File: src/rtl/color_sensor_emulator.sv
// Responder-side stand-in for a TCS3200-style light-to-frequency sensor: emits a
// 50% duty square wave whose half-period comes from per-filter brightness registers.
module color_sensor_emulator #(
  parameter int PERIOD_W      = 24,
  parameter int SETTLE_CYCLES = 1000,
  parameter int RED_HP        = 250,
  parameter int BLUE_HP       = 200,
  parameter int GREEN_HP      = 300,
  parameter int CLEAR_HP      = 80
) (
  input  logic                i_clk,
  input  logic                i_reset,
  input  logic [1:0]          i_scale,
  input  logic [1:0]          i_filter,
  input  logic                i_cfgWe,
  input  logic [1:0]          i_cfgSel,
  input  logic [PERIOD_W-1:0] i_cfgData,
  output logic                o_sensorFreq,
  output logic                o_settling,
  output logic                o_run
);

  localparam int EW = PERIOD_W + 6;
  localparam int SW = $clog2(SETTLE_CYCLES + 1);

  localparam logic [1:0] F_RED   = 2'b00;
  localparam logic [1:0] F_BLUE  = 2'b01;
  localparam logic [1:0] F_CLEAR = 2'b10;
  localparam logic [1:0] F_GREEN = 2'b11;

  typedef enum logic [1:0] {
    ST_OFF    = 2'd0,
    ST_SETTLE = 2'd1,
    ST_RUN    = 2'd2
  } state_t;

  state_t              r_state;
  logic [1:0]          r_filterQ;
  logic [1:0]          r_scaleQ;
  logic [PERIOD_W-1:0] r_hp [4];
  logic [SW-1:0]       r_settleCnt;
  logic [EW-1:0]       r_halfCnt;
  logic [EW-1:0]       r_hpEff;
  logic                r_freq;

  state_t              w_stateNext;
  logic [SW-1:0]       w_settleNext;
  logic [EW-1:0]       w_halfNext;
  logic [EW-1:0]       w_hpEffNext;
  logic                w_freqNext;
  logic                w_change;
  logic [EW-1:0]       w_hpExt;
  logic [EW-1:0]       w_hpScaled;

  assign w_change = ({i_filter, i_scale} != {r_filterQ, r_scaleQ});
  assign w_hpExt  = {6'b0, r_hp[r_filterQ]};

  // Scale factors 1/5/50 built from shifts; the 6 extra bits cover the x50 case.
  always_comb begin
    w_hpScaled = '0;
    case (r_scaleQ)
      2'b11:   w_hpScaled = w_hpExt;
      2'b10:   w_hpScaled = (w_hpExt << 2) + w_hpExt;
      2'b01:   w_hpScaled = (w_hpExt << 5) + (w_hpExt << 4) + (w_hpExt << 1);
      default: w_hpScaled = '0;
    endcase
  end

  always_comb begin
    w_stateNext  = r_state;
    w_settleNext = r_settleCnt;
    w_halfNext   = r_halfCnt;
    w_hpEffNext  = r_hpEff;
    w_freqNext   = r_freq;
    if (i_scale == 2'b00) begin
      w_stateNext  = ST_OFF;
      w_settleNext = '0;
      w_halfNext   = '0;
      w_freqNext   = 1'b0;
    end else if (w_change) begin
      w_stateNext  = ST_SETTLE;
      w_settleNext = '0;
      w_halfNext   = '0;
      w_freqNext   = 1'b0;
    end else begin
      case (r_state)
        ST_OFF: begin
          w_stateNext  = ST_SETTLE;
          w_settleNext = '0;
          w_halfNext   = '0;
          w_freqNext   = 1'b0;
        end
        ST_SETTLE: begin
          w_freqNext = 1'b0;
          if (r_settleCnt == SW'(SETTLE_CYCLES - 1)) begin
            w_stateNext = ST_RUN;
            w_halfNext  = '0;
            w_hpEffNext = w_hpScaled;
          end else begin
            w_settleNext = r_settleCnt + SW'(1);
          end
        end
        ST_RUN: begin
          if (r_hpEff == '0) begin
            // Dark channel: poll the register so a fresh write counts from the next edge.
            w_freqNext = 1'b0;
            w_halfNext = '0;
            if (w_hpScaled != '0) begin
              w_hpEffNext = w_hpScaled;
              if (w_hpScaled == EW'(1)) w_freqNext = 1'b1;
              else                      w_halfNext = EW'(1);
            end
          end else if (r_halfCnt == r_hpEff - EW'(1)) begin
            w_halfNext  = '0;
            w_hpEffNext = w_hpScaled;
            w_freqNext  = (w_hpScaled == '0) ? 1'b0 : ~r_freq;
          end else begin
            w_halfNext = r_halfCnt + EW'(1);
          end
        end
        default: begin
          w_stateNext  = ST_SETTLE;
          w_settleNext = '0;
          w_halfNext   = '0;
          w_freqNext   = 1'b0;
        end
      endcase
    end
  end

  always_ff @(posedge i_clk) begin
    r_filterQ <= i_filter;
    r_scaleQ  <= i_scale;
    if (i_reset) begin
      r_state        <= (i_scale == 2'b00) ? ST_OFF : ST_SETTLE;
      r_settleCnt    <= '0;
      r_halfCnt      <= '0;
      r_hpEff        <= '0;
      r_freq         <= 1'b0;
      r_hp[F_RED]    <= PERIOD_W'(RED_HP);
      r_hp[F_BLUE]   <= PERIOD_W'(BLUE_HP);
      r_hp[F_CLEAR]  <= PERIOD_W'(CLEAR_HP);
      r_hp[F_GREEN]  <= PERIOD_W'(GREEN_HP);
    end else begin
      r_state     <= w_stateNext;
      r_settleCnt <= w_settleNext;
      r_halfCnt   <= w_halfNext;
      r_hpEff     <= w_hpEffNext;
      r_freq      <= w_freqNext;
      if (i_cfgWe) r_hp[i_cfgSel] <= i_cfgData;
    end
  end

  assign o_sensorFreq = r_freq;
  assign o_settling   = (r_state == ST_SETTLE);
  assign o_run        = (r_state == ST_RUN);

endmodule

File: config.mk
export PLATFORM = sky130hd
export DESIGN_NAME = color_sensor_emulator
export DESIGN_NICKNAME = d
export VERILOG_FILES = /design/src/rtl/color_sensor_emulator.sv
export SDC_FILE = /design/constraint.sdc
export NUM_CORES = 1
export LEC_CHECK = 0
export BUFFER_PORTS_ARGS = -buffer_cell sky130_fd_sc_hd__buf_2
export CAP_MARGIN = 15
export CELL_PAD_IN_SITES_DETAIL_PLACEMENT = 0
export CELL_PAD_IN_SITES_GLOBAL_PLACEMENT = 1
export CORE_ASPECT_RATIO = 0.8
export CORE_UTILIZATION = 45
export CTS_CLUSTER_DIAMETER = 120
export DETAILED_ROUTE_END_ITERATION = 8
export PLACE_DENSITY_LB_ADDON = 0.1
export RECOVER_POWER = 100
export SYNTH_ARGS = -nofsm -noshare
export SYNTH_HDL_FRONTEND = slang
export SYNTH_SLANG_ARGS = --single-unit
File: constraint.sdc
create_clock -name i_clk -period 5.35 [get_ports i_clk]
set_clock_uncertainty 0.05 [all_clocks]
set_input_delay 0.8025 -clock i_clk [delete_from_list [all_inputs] [get_ports i_clk]]
set_output_delay 0.8025 -clock i_clk [all_outputs]
set_load 0.005 [all_outputs]
# Word-level counts from Yosys, hierarchy flattened
# Memory sizes are Yosys's and may differ from the RTL's. A register that Yosys moved wholly into a read port is not among the register bits.
# Index checks and enable logic that the tools add are counted.
# totals
out_inout_bits	3
mem_bits_rw	96
reg_bits	77
n_memories	1
input_bits	33
# classes
add_sub_neg	6
eq_ne	15
n_mux	33
n_reduce_logical	12
n_bitwise	4
# mem_list
name	words	width	rd	rd_ports_with_merged_regs	wr	line_no	rtl
r_hp	4	24	1	1	4	40	logic [PERIOD_W-1:0] r_hp [4];
# op_table
op	n
$mux 30	7
$pmux 30 s2	2
$pmux 30 s3	1
$logic_not 30->1	2
$add 29x28->30	1
$add 30x1->30 const B	1
$add 30x25->30	1
$eq 30x1->1 const B	1
$eq 30x30->1	1
$reduce_bool 30->1	1
$sub 30x1->30 const B	1
$add 26x24->27	1
$mux 24	1
$reduce_or 24->1	1
$pmux 10 s2	1
$mux 1	14
$add 10x1->10 const B	1
$eq 10x10->1 const B	1
$mux 10	1
$mux 2	5
$eq 2x2->1 const B	3
$reduce_and 6->1	1
$ne 5x2->1 const B	1
$eq 2x1->1 const B	2
other kinds (13)	18

# Logic depth before layout (Yosys ltp)
# Gate-level depths: netlist of the first run.
# depth
ltp_word	8
ltp_mapped	21

# Worst setup path before layout of the first run
# Ideal clock, no wire load.
# synth_path
path_type	reg-to-reg
startpoint	register r_filterQ[1]
endpoint	register r_hpEff[0]
setup_ns	0.095
path_buffers	3
t_arrival_ns	5.071
stages_incl_launch_ff	19
slack_ns	0.134
t_required_ns	5.205
synth_period_minus_slack_ns	5.216
cell_sequence	dfxtp_1 -> clkbuf_1 -> clkbuf_1 -> mux2i_1 -> mux2i_1 -> fa_1 -> ha_1 -> nand2b_1 -> a211oi_1 -> o21a_1 -> a211o_1 -> o41a_1 -> a2111oi_0 -> or3_1 -> and4_1 -> and4_1 -> buf_4 -> o211ai_1 -> a221oi_1
# synth_via
elab_chain_cells	3
# synth_rtl
item	line_no	rtl
start: declaration	38	logic [1:0] r_filterQ;
start signal: assignment	132	r_filterQ <= i_filter;
$ne 4x4->1	55	assign w_change = ({i_filter, i_scale} != {r_filterQ, r_scaleQ});
$not 1->1 (no source line)	n/a	
$reduce_and 6->1 (no source line)	n/a	
end signal: assignment	148	r_hpEff <= w_hpEffNext;
end: declaration	43	logic [EW-1:0] r_hpEff;
# No other way between the ends.
# A chain may end at the register's enable or synchronous reset.

# Worst setup path in the final report of the first run
# layout_path
startpoint	register r_filterQ[0]
endpoint	register r_hpEff[27]
# Same word-level chain as after synthesis.

==> results of run 1 <==
[report_power, final]
group / internal, mW / switching (mW)
clock network: 0.699 / 0.595
registers: 1.47 / 0.0291
logic: 0.818 / 1.20
total: 2.98 / 1.82
[flip-flops by register name, summed over array words and instances, names as in the netlist]
signal / cells
r_state: 2
r_hpEff: 30
r_scaleQ: 2
o_sensorFreq: 1
r_hp: 96
r_settleCnt: 10
r_filterQ: 2
r_halfCnt: 30
[cells in the final DEF (no fill, tap or decap), types with 28 or more instances in the layout]
| master | count |
|---|---|
| xnor2_1 | 49 |
| dfxtp_1 | 74 |
| nand2b_1 | 30 |
| edfxtp_1 | 98 |
| xor2_1 | 53 |
| a21oi_1 | 75 |
| a211oi_1 | 28 |
| buf_4 | 53 |
| and2_0 | 44 |
| nand2_1 | 107 |
| nand3_1 | 46 |
| and2_1 | 45 |
| ha_1 | 56 |
| buf_2 | 29 |
| nor2_1 | 116 |
| inv_1 | 29 |
| o21ai_0 | 37 |
| nor3_1 | 45 |
[repair_timing]
| item | 4_1_cts | 5_1_grt |
|---|---|---|
| hold endpoints to repair | 0 | 0 |
| setup endpoints to repair | 1 | 24 |
| resized for setup | 0 | 24 |
| buffers inserted | 4 | 11 |
| pin swaps | 0 | 2 |
[worst max path at each step]
stage | to | depth (start not counted) | slack, ps
floorplan | r_hpEff[0] | 18 | 130
global route | r_hpEff[0] | 19 | -9
global placement | r_hpEff[23] | 15 | 110
finish | r_hpEff[27] | 16 | 250
detailed placement | r_hpEff[23] | 15 | -10
CTS | r_hpEff[23] | 15 | 10
[worst register-to-register path, stage by stage, from the launching register on]
cell	delay (ps)
dfxtp_4	390
buf_8	180
mux4_2	660
fa_1	480
ha_1	350
a21oi_2	220
o21ai_0	180
o21a_1	280
a211o_1	380
o41a_1	380
nor4bb_1	160
or3_1	310
and4_1	250
and4_2	280
buf_4	160
o211ai_1	160
a21oi_1	80
[routing by layer]
layer / track usage (%) / vias up / wire length [µm]
li1: - / 4908 / -
met1: 39.2 / 4964 / 17900
met2: 36.7 / 290 / 14300
met3: 3.89 / 24 / 1760
met4: 6.32 / 0 / 371
met5: 0 / - / 0
[kinds of logic (layout without fill, tap and decap cells)]
logic type               Yosys count  count (layout)  share of synthesized area (%)
buffers and inverters             90             159                           3.07
AO/OA/AOI/OAI                    289             289                           16.0
flip-flops                       173             173                           36.3
multiplexers                      42              42                           5.61
adder cells (fa/ha/maj)           78              78                           9.32
XOR/XNOR                         102             102                           7.30
AND/OR/NAND/NOR                  529             529                           22.4
[through the flow]
| step | power, mW | instances | hold slack (ps) |
|---|---|---|---|
| final | 4.80 | 1729 | 459 |
| after global routing | 5.08 | 1729 | 457 |
| after CTS | 4.73 | 1718 | 432 |
| after floorplan | 2.83 | 1303 | 407 |
| after global placement | 3.45 | 1682 | 448 |
| after detailed placement | 3.43 | 1682 | 451 |
[cell type report]
type                    instances  area share, %
multi-input cells            1040           54.5
flip-flops and latches        173           32.3
inverters                      29          0.791
clock inverters                14           1.16
clock buffers                  18           3.12
repair buffers                 98           4.88
well taps                     357           3.25
==> key figures, run 1 <==
Clock network
  – Clock tree buffer depth: 2
  – # hold bufs at CTS: 0
  – Clock slew at reported path FFs: 70 ps
  – Clock sink count: 173
  – TritonCTS Buffers: 17
  – CTS tree: yes
  – Worst-Skew Late Latency: 450 ps
  – CTS H-tree depth: 4
  – Clock Tree Root: clkbuf_16

STA
  – Final Cycle Share: 95.4%
  – Slew Limit Headroom: -36.3%
  – Final hold vios: 0
  – Fin worst setup slack: 247 ps
  – # setup viols final: 0
  – Worst-Margin Slew: 2040 ps
  – Achievable frequency: 196 MHz
  – Slew Limit Fails: 75
  – Setup TNS: 0 ps
  – Tmin final: 5100 ps

Global route
  – Vias in the first global route: 9601
  – GR Overflow Total: 0
  – Total track usage: 25.4%
  – Initial antenna violation count: 0
  – First-pass GRT wire length: 54900 µm
  – Largest net degree at the start of global routing: 39

Synthesis
  – Synth warn: 0
  – Mapped Area: 12200 µm²
  – #FFs+latches synth: 173
  – Ys async rst share: 0%
  – Most used DFF post-synth: edfxtp_1
  – Sequential area share after synthesis: 36.3%
  – Netlist cell types: 78
  – Top post-synthesis cells by area: edfxtp_1 (24%), dfxtp_1 (12%), ha_1 (5.7%)
  – Most instantiated cells after synthesis: nor2_1 (117), nand2_1 (107), edfxtp_1 (98), and2_1 (89), a21oi_1 (78)
  – Synth area leader: edfxtp_1
  – Mapped Nets: 1414
  – EDFF count, synth: 98
  – Yosys top cell area share: 24.0%
  – Mean area per synthesized cell: 9.40 µm²
  – Post-Synthesis Cells: 1303
  – Top-count cell post-synth: nor2_1

Routing
  – Via count: 10186
  – Via density: 5.89
  – Routed len/inst: 19.9 µm
  – Initial DRC count: 943
  – DRC Markers: 0
  – Total Wirelength: 34300 µm
  – Antenna Nets Post-Route: 0
  – Drt pass-1 iters: 5

Final layout
  – Layout fillers: 2510
  – Share of post-route cells with drive strength above 1: 12.5%
  – Fin nets: 1470
  – Reg area: 4450 µm²
  – Area grow syn2layout: 12.4%
  – Diodes inserted: 0
  – Multi-input gate area: 7490 µm²
  – Layout Utilization: 51.9%
  – Fin area: 13800 µm²

Setup path
  – Critical path buffers and inverters: 2
  – R2r setup slk: 250 ps
  – Top delay family on crit path: compound AO/OA/AOI/OAI gates
  – Slowest CP cell: mux4_2
  – Worst flop-to-flop path startpoint: r_filterQ[0]
  – CP Launch Point: r_filterQ[0]
  – Reg-to-Reg End: r_hpEff[27]
  – Worst stage delay on the critical path: 650 ps
  – R2R depth: 16
  – Worst EP required: 5590 ps
  – Critical path endpoint category: flop
  – Worst-path fanout max: 10
  – Worst path arrival time: 5350 ps
  – Worst path cell trace: buf_8, mux4_2, fa_1, ha_1, a21oi_2, o21ai_0, o21a_1, a211o_1, o41a_1, nor4bb_1, or3_1, and4_1, and4_2, buf_4, o211ai_1, a21oi_1
  – Critical path class: reg -> reg
  – Startpoint types: flop

Pwr
  – Peak VDD IR: 230 µV
  – Leakage power: 5.04 nW
  – Pwr/cell area: 349 nW/µm²

Place
  – Final GP Congestion: 0.975
  – Post-place setup slack: -13.9 ps
  – I/O Buffers: 35
  – Detailed placer's ending HPWL: 25700 µm
  – Placed Area: 13000 µm²

Floorplanning
  – Die Height: 150 µm
  – Die width: 186 µm
  – Core area: 26500 µm²
  – Top Ports: 36
  – Effective utilization at floorplan: 46.2%
  – Die area: 27900 µm²
  – FP Rows: 53

Min path
  – Worst hold stages: 2
  – WHS Endpoint: r_hpEff[17]
  – Hold Crit Start: r_hpEff[17]
  – Min-Delay Path Class: reg -> reg

Outcome
  – Failing checks: max-capacitance violations, max-slew violations
  – Status: complete, but fails checks

Run
  – Maxcap violations: 3
Note: power is estimated with default switching activity, not from simulation.
==> run 2, diff against run 1 <==
--- a/config.mk
+++ b/config.mk
@@ -5,11 +5,12 @@
 export SDC_FILE = /design/constraint.sdc
 export NUM_CORES = 1
 export LEC_CHECK = 0
-export BUFFER_PORTS_ARGS = -buffer_cell sky130_fd_sc_hd__buf_2
+export BUFFER_PORTS_ARGS = -buffer_cell sky130_fd_sc_hd__clkbuf_2
 export CAP_MARGIN = 15
 export CELL_PAD_IN_SITES_DETAIL_PLACEMENT = 0
 export CELL_PAD_IN_SITES_GLOBAL_PLACEMENT = 1
 export CORE_ASPECT_RATIO = 0.8
+export CORE_MARGIN = 2
 export CORE_UTILIZATION = 45
 export CTS_CLUSTER_DIAMETER = 120
 export DETAILED_ROUTE_END_ITERATION = 8
==> run 2 against run 1 <==
  * The run still ends with max-capacitance violations, max-slew violations left
  * Sequential share of layout area is 0.15 points lower
  * Fmax shrank 1.8%
  * Combinational power is essentially flat
  * Worst hold slack lost 13 ps
  * Global-route usage is 1.0 points lower
  * Via count fell by 1.3%
  * Sequential power barely moved
  * Non-clock buffer count is the same
  * Core utilization is 0.24 points higher
  * Flip-flop and latch count is the same
==> key figures, run 2 (same netlist as run 1, synthesis figures left out) <==
Setup path
  – Startpoint types: flop
  – Worst path arrival time: 5430 ps (+80 ps)
  – R2r setup slk: 160 ps (-90 ps)
  – CP Launch Point: r_filterQ[1]
  – R2R depth: 18 (+2)
  – Worst Setup EP: r_hpEff[24]
  – Critical path class: reg -> reg
  – Reg-to-Reg End: r_hpEff[24]
  – Worst flop-to-flop path startpoint: r_filterQ[1]
  – Critical path endpoint category: flop
  – Worst-path fanout max: 9 (-1)
  – Worst EP required: 5590 ps (about the same)

Clock network
  – # hold bufs at CTS: 0 (unchanged)
  – CTS tree: yes
  – Clock slew at reported path FFs: 70 ps (about the same)
  – Clock Tree Root: clkbuf_16
  – CTS H-tree depth: 4 (unchanged)
  – Clock tree buffer depth: 2 (unchanged)
  – Worst-Skew Late Latency: 460 ps (about the same)
  – TritonCTS Buffers: 17 (unchanged)
  – Clock sink count: 173 (unchanged)

Outcome
  – Status: complete, but fails checks
  – Failing checks: max-capacitance violations, max-slew violations

Final layout
  – Layout fillers: 2508 (-0.080%)
  – Top reg by flops: r_hp
  – Multi-input gate area: 7530 µm² (+0.45%)
  – Number of flip-flops in the largest register: 96 (unchanged)
  – Area grow syn2layout: 12.9%
  – Largest regs: r_hp x96, r_halfCnt x30, r_hpEff x30
  – Fin nets: 1470 (unchanged)
  – Share of post-route cells with drive strength above 1: 13.0% (+0.44 points)
  – Reg area: 4450 µm² (unchanged)
  – Diodes inserted: 0 (unchanged)
  – Most frequent cells in the layout: nor2_1 (115), nand2_1 (107), edfxtp_1 (98)
  – Layout Utilization: 52.1% (+0.24 points)
  – Most common cell after layout, fill and taps aside: nor2_1
  – Post-Layout Cell Count: 1729 (unchanged)

Routing
  – Initial DRC count: 1059 (+12%)
  – Via count: 10050 (-1.3%)
  – DRC Markers: 0 (unchanged)
  – Total Wirelength: 33800 µm (-1.5%)
  – Drt pass-1 iters: 5 (unchanged)
  – Routed len/inst: 19.6 µm (-1.5%)
  – Antenna Nets Post-Route: 0 (unchanged)
  – Via density: 5.81 (-1.3%)

STA
  – Final Cycle Share: 97.1% (+1.7 points)
  – Final hold vios: 0 (unchanged)
  – Slew Limit Fails: 75 (unchanged)
  – Slew Limit Headroom: -42.7% (-6.4 points)
  – Tmin final: 5190 ps (+91.9 ps)
  – WHS: 446 ps (-12.7 ps)
  – Achievable frequency: 193 MHz (-1.8%)
  – Worst-Margin Slew: 2140 ps (+96.1 ps)
  – # setup viols final: 0 (unchanged)

Min path
  – Min-Delay Path Class: in -> reg

Place
  – Final GP Congestion: 0.903 (-7.4%)
  – Placed cell count: 1692 (+0.59%)
  – I/O Buffers: 35 (unchanged)
  – Detailed placer's ending HPWL: 25300 µm (-1.6%)

Pwr
  – Leakage power: 5.05 nW (+0.26%)
  – Peak VDD IR: 225 µV (-2.3%)
  – Pwr/cell area: 346 nW/µm² (-1.0%)

Global route
  – Initial antenna violation count: 0 (unchanged)
  – Total track usage: 24.4% (-1.0 points)
  – Vias in the first global route: 9420 (-1.9%)
  – Largest net degree at the start of global routing: 39 (unchanged)
  – First-pass GRT wire length: 54000 µm (-1.6%)
  – GR Overflow Total: 0 (unchanged)

Floorplanning
  – Die Height: 152 µm (+1.3%)
  – Die width: 188 µm (+1.1%)
  – FP Rows: 53 (unchanged)
  – Die area: 28500 µm² (+2.4%)
  – Effective utilization at floorplan: 46.2% (unchanged)
  – Top Ports: 36 (unchanged)
  – Core area: 26500 µm² (unchanged)

Run
  – Maxcap violations: 3 (unchanged)
## run 2: stage by stage
stage | area, µm² | total power, mW | TNS [ps] | setup WS [ps]
3_3_place_gp | 13100 | 3.45 | 0 | 25.1
4_1_cts | 13700 | 4.72 | 0 | 26.0
3_5_place_dp | 13100 | 3.44 | -252 | -47.0
6_report | 13800 | 4.78 | 0 | 155
2_1_floorplan | 12200 | 2.83 | 0 | 134
5_1_grt | 13800 | 5.05 | -159 | -50.9
## run 2: critical path, cell delays in order, from the launching register on
cell and delay, ps:
dfxtp_1 390, buf_12 150, buf_4 190, mux4_2 450, fa_1 530, ha_1 360, a21oi_1 160, o21ai_1 120
o21a_1 250, buf_4 150, a211o_1 370, o41a_1 450, a2111oi_1 330, or3_1 160, and4_2 280, nand4_1 90
buf_4 180, a211oi_1 310, a211oi_2 80
## run 2: timing repair
| item | CTS | global route |
|---|---|---|
| setup buffers | 0 | 5 |
| endpoints found under the hold margin | 0 | 0 |
| pin swaps | 1 | 0 |
| endpoints found under the setup margin | 17 | 24 |
| gates resized for setup | 2 | 22 |
## run 2: final cells by class
type / count / share of cell area (%)
clock inverters: 15 / 1.23
well taps: 357 / 3.23
multi-input cells: 1040 / 54.5
clock buffers: 17 / 3.08
flip-flops and latches: 173 / 32.2
inverters: 29 / 0.788
repair buffers: 98 / 5.01
## run 2: routing by layer
layer	track usage (%)	vias up	share of wire (%)	routed length, µm
li1	-	4908	-	-
met1	38.2	4856	52	17700
met2	35.5	259	42	14200
met3	3.62	27	4.5	1510
met4	4.84	0	1.1	370
met5	0	-	0	0
## run 2: worst min path at each step
stage               cells past startpoint              to      startpoint  slack [ps]
finish                                  1    r_filterQ[1]     i_filter[1]         450
global route                            1    r_filterQ[1]     i_filter[1]         440
CTS                                     1    r_filterQ[1]     i_filter[1]         420
detailed placement                      2  r_settleCnt[9]  r_settleCnt[9]         460
global placement                        2  r_settleCnt[9]  r_settleCnt[9]         450
floorplan                               2     r_hpEff[17]     r_hpEff[17]         410
## run 2: power by group
part	switching, mW	leakage, nW	internal, mW
sequential	0.0289	1.56	1.47
clock	0.640	0.281	0.628
combinational	1.18	3.21	0.830
total	1.85	5.05	2.93
==> run 3, diff against run 2 <==
--- a/config.mk
+++ b/config.mk
@@ -5,16 +5,16 @@
 export SDC_FILE = /design/constraint.sdc
 export NUM_CORES = 1
 export LEC_CHECK = 0
-export BUFFER_PORTS_ARGS = -buffer_cell sky130_fd_sc_hd__clkbuf_2
 export CAP_MARGIN = 15
 export CELL_PAD_IN_SITES_DETAIL_PLACEMENT = 0
 export CELL_PAD_IN_SITES_GLOBAL_PLACEMENT = 1
 export CORE_ASPECT_RATIO = 0.8
 export CORE_MARGIN = 2
-export CORE_UTILIZATION = 45
+export CORE_UTILIZATION = 46
 export CTS_CLUSTER_DIAMETER = 120
 export DETAILED_ROUTE_END_ITERATION = 8
-export PLACE_DENSITY_LB_ADDON = 0.1
+export DONT_BUFFER_PORTS = 1
+export PLACE_DENSITY = 0.86
 export RECOVER_POWER = 100
 export SYNTH_ARGS = -nofsm -noshare
 export SYNTH_HDL_FRONTEND = slang
==> run 3 against run 2 <==
  * The flow still finishes with violations (max-capacitance violations, max-slew violations)
  * Sequential power about the same
  * First-iteration DRC count down 17%
  * Global-route usage down 0.52 points
  * Final cell count down 1.9%
  * Via count up 0.70%
  * Register-to-register slack better by 50 ps
  * Design area down 1.3%
  * Largest power group unchanged
  * Highest routed layer unchanged
==> key figures, run 3 (same netlist as run 1, synthesis figures left out) <==
Setup path
  – Critical path class: reg -> reg
  – R2r setup slk: 210 ps (+50 ps)
  – Slowest CP cell: mux4_2
  – Worst path cell trace: buf_6, mux4_2, fa_1, ha_1, a21oi_2, o21ai_1, o21a_1, a211o_1, o41a_1, nor4bb_1, or3_1, and4_1, and4_1, buf_4, o211ai_1, a21oi_1
  – Worst-path fanout max: 10 (+1)
  – Reg-to-Reg End: r_hpEff[29]
  – Worst path arrival time: 5410 ps (-20 ps)
  – Most frequent CP cell: and4_1
  – Worst EP required: 5620 ps (+30 ps)
  – R2R depth: 16 (-2)
  – Top delay family on crit path: compound AO/OA/AOI/OAI gates
  – Critical path buffers and inverters: 2 (-2)
  – Critical path endpoint category: flop
  – Worst stage delay on the critical path: 600 ps (+70 ps)
  – Startpoint types: flop
  – Worst flop-to-flop path startpoint: r_filterQ[0]
  – WP depth: 16 (-2)

Outcome
  – Status: complete, but fails checks
  – Failing checks: max-capacitance violations, max-slew violations

Routing
  – Antenna Nets Post-Route: 0 (unchanged)
  – Via density: 5.97 (+2.7%)
  – Initial DRC count: 877 (-17%)
  – DRC Markers: 0 (unchanged)
  – Routed len/inst: 19.2 µm (-1.9%)
  – Total Wirelength: 32500 µm (-3.8%)
  – Via count: 10120 (+0.70%)
  – Drt pass-1 iters: 5 (unchanged)

Global route
  – Total track usage: 23.9% (-0.52 points)
  – First-pass GRT wire length: 53100 µm (-1.8%)
  – Largest net degree at the start of global routing: 39 (unchanged)
  – GR Overflow Total: 0 (unchanged)
  – Initial antenna violation count: 0 (unchanged)
  – Vias in the first global route: 9799 (+4.0%)

Place
  – Post-place setup slack: -57.7 ps (-10.8 ps)
  – Placed Area: 12800 µm² (-2.2%)
  – I/O Buffers: 0 (-100%)
  – Final GP Congestion: 0.952 (+5.4%)
  – Detailed placer's ending HPWL: 23900 µm (-5.6%)

Clock network
  – Clock slew at reported path FFs: 80 ps (about the same)
  – CTS tree: yes
  – TritonCTS Buffers: 17 (unchanged)
  – Worst-Skew Late Latency: 450 ps (about the same)
  – Clock sink count: 173 (unchanged)
  – # hold bufs at CTS: 0 (unchanged)
  – Clock tree buffer depth: 2 (unchanged)
  – Clock Tree Root: clkbuf_16
  – CTS H-tree depth: 4 (unchanged)

STA
  – Fin worst setup slack: 206 ps (+50.9 ps)
  – Slew Limit Headroom: -32.7% (+9.9 points)
  – Tmin final: 5140 ps (-50.9 ps)
  – Worst-Margin Slew: 1990 ps (-149 ps)
  – Final Cycle Share: 96.1% (-0.95 points)
  – Achievable frequency: 194 MHz (+0.99%)
  – Slew Limit Fails: 75 (unchanged)
  – WHS: 330 ps (-117 ps)
  – # setup viols final: 0 (unchanged)
  – Final hold vios: 0 (unchanged)
  – Setup TNS: 0 ps (unchanged)

Floorplanning
  – Effective utilization at floorplan: 46.7% (+0.58 points)
  – Die area: 27900 µm² (-2.1%)
  – Die Height: 150 µm (-1.1%)
  – Die width: 186 µm (-1.1%)
  – Top Ports: 36 (unchanged)
  – Core area: 26200 µm² (-1.2%)
  – FP Rows: 53 (unchanged)

Min path
  – Hold Crit Start: i_scale[1]
  – WHS Endpoint: r_scaleQ[1]
  – Min-Delay Path Class: in -> reg
  – Worst hold stages: 0 (-1)

Final layout
  – Fin nets: 1437 (-2.2%)
  – Most frequent cells in the layout: nor2_1 (117), nand2_1 (107), edfxtp_1 (98)
  – Top reg by flops: r_hp
  – Fin area: 13600 µm² (-1.3%)
  – Number of flip-flops in the largest register: 96 (unchanged)
  – Diodes inserted: 0 (unchanged)
  – Area grow syn2layout: 11.4%
  – Share of post-route cells with drive strength above 1: 11.1% (-1.8 points)
  – Largest regs: r_hp x96, r_halfCnt x30, r_hpEff x30
  – Most common cell after layout, fill and taps aside: nor2_1

Run
  – Maxcap violations: 3 (unchanged)

Pwr
  – Pwr/cell area: 354 nW/µm² (+2.3%)
  – Peak VDD IR: 227 µV (+0.82%)
  – Leakage power: 4.95 nW (-2.1%)
  – Total Power: 4.82 mW (+0.91%)
-- run 3: changes by cell type in the layout (fill, tap and decap cells not counted), sizes merged --
cell      delta
clkbuf      -34
buf          +1
clkinvlp     -3
inv          +4
clkinv       -1
-- run 3: repair_timing --
action	4_1_cts	5_1_grt
setup endpoints to repair	19	24
gates resized for setup	3	20
buffers inserted	0	18
pin swaps	0	5
-- run 3: final cells by class --
type | count | area (µm²)
multi-input cells | 1040 | 7500
fillers | 2363 | 12600
well taps | 357 | 447
clock inverters | 15 | 216
repair buffers | 65 | 489
clock buffers | 17 | 425
flip-flops and latches | 173 | 4450
inverters | 29 | 109
-- run 3: power breakdown --
part | switching, mW | total [mW] | leakage, nW | internal [mW]
clock | 0.677 | 1.34 | 0.309 | 0.659
sequential | 0.0276 | 1.49 | 1.56 | 1.47
combinational | 1.18 | 1.99 | 3.08 | 0.813
-- run 3: routing by layer --
| layer | routed length, µm | GRT usage, % | up-vias |
|---|---|---|---|
| met5 | 0 | 0 | - |
| met4 | 525 | 7.00 | 0 |
| met3 | 2120 | 3.94 | 43 |
| met2 | 14200 | 36.4 | 325 |
| met1 | 15700 | 34.8 | 4903 |
| li1 | - | - | 4849 |
-- run 3: worst max path at each step --
stage | start | to | slack [ps]
2_1_floorplan | r_filterQ[1] | r_hpEff[0] | 130
3_3_place_gp | r_filterQ[0] | r_hpEff[22] | 70
3_5_place_dp | r_filterQ[0] | r_hpEff[22] | -60
4_1_cts | r_filterQ[0] | r_hpEff[22] | 30
5_1_grt | r_filterQ[0] | r_hpEff[29] | -30
6_report | r_filterQ[0] | r_hpEff[29] | 210
-- run 3: through the flow --
step           cells  util, %
4_1_cts         1678     51.4
3_3_place_gp    1646     48.9
5_1_grt         1696     52.0
3_5_place_dp    1646     48.9
6_report        1696     52.0
2_1_floorplan   1303        -
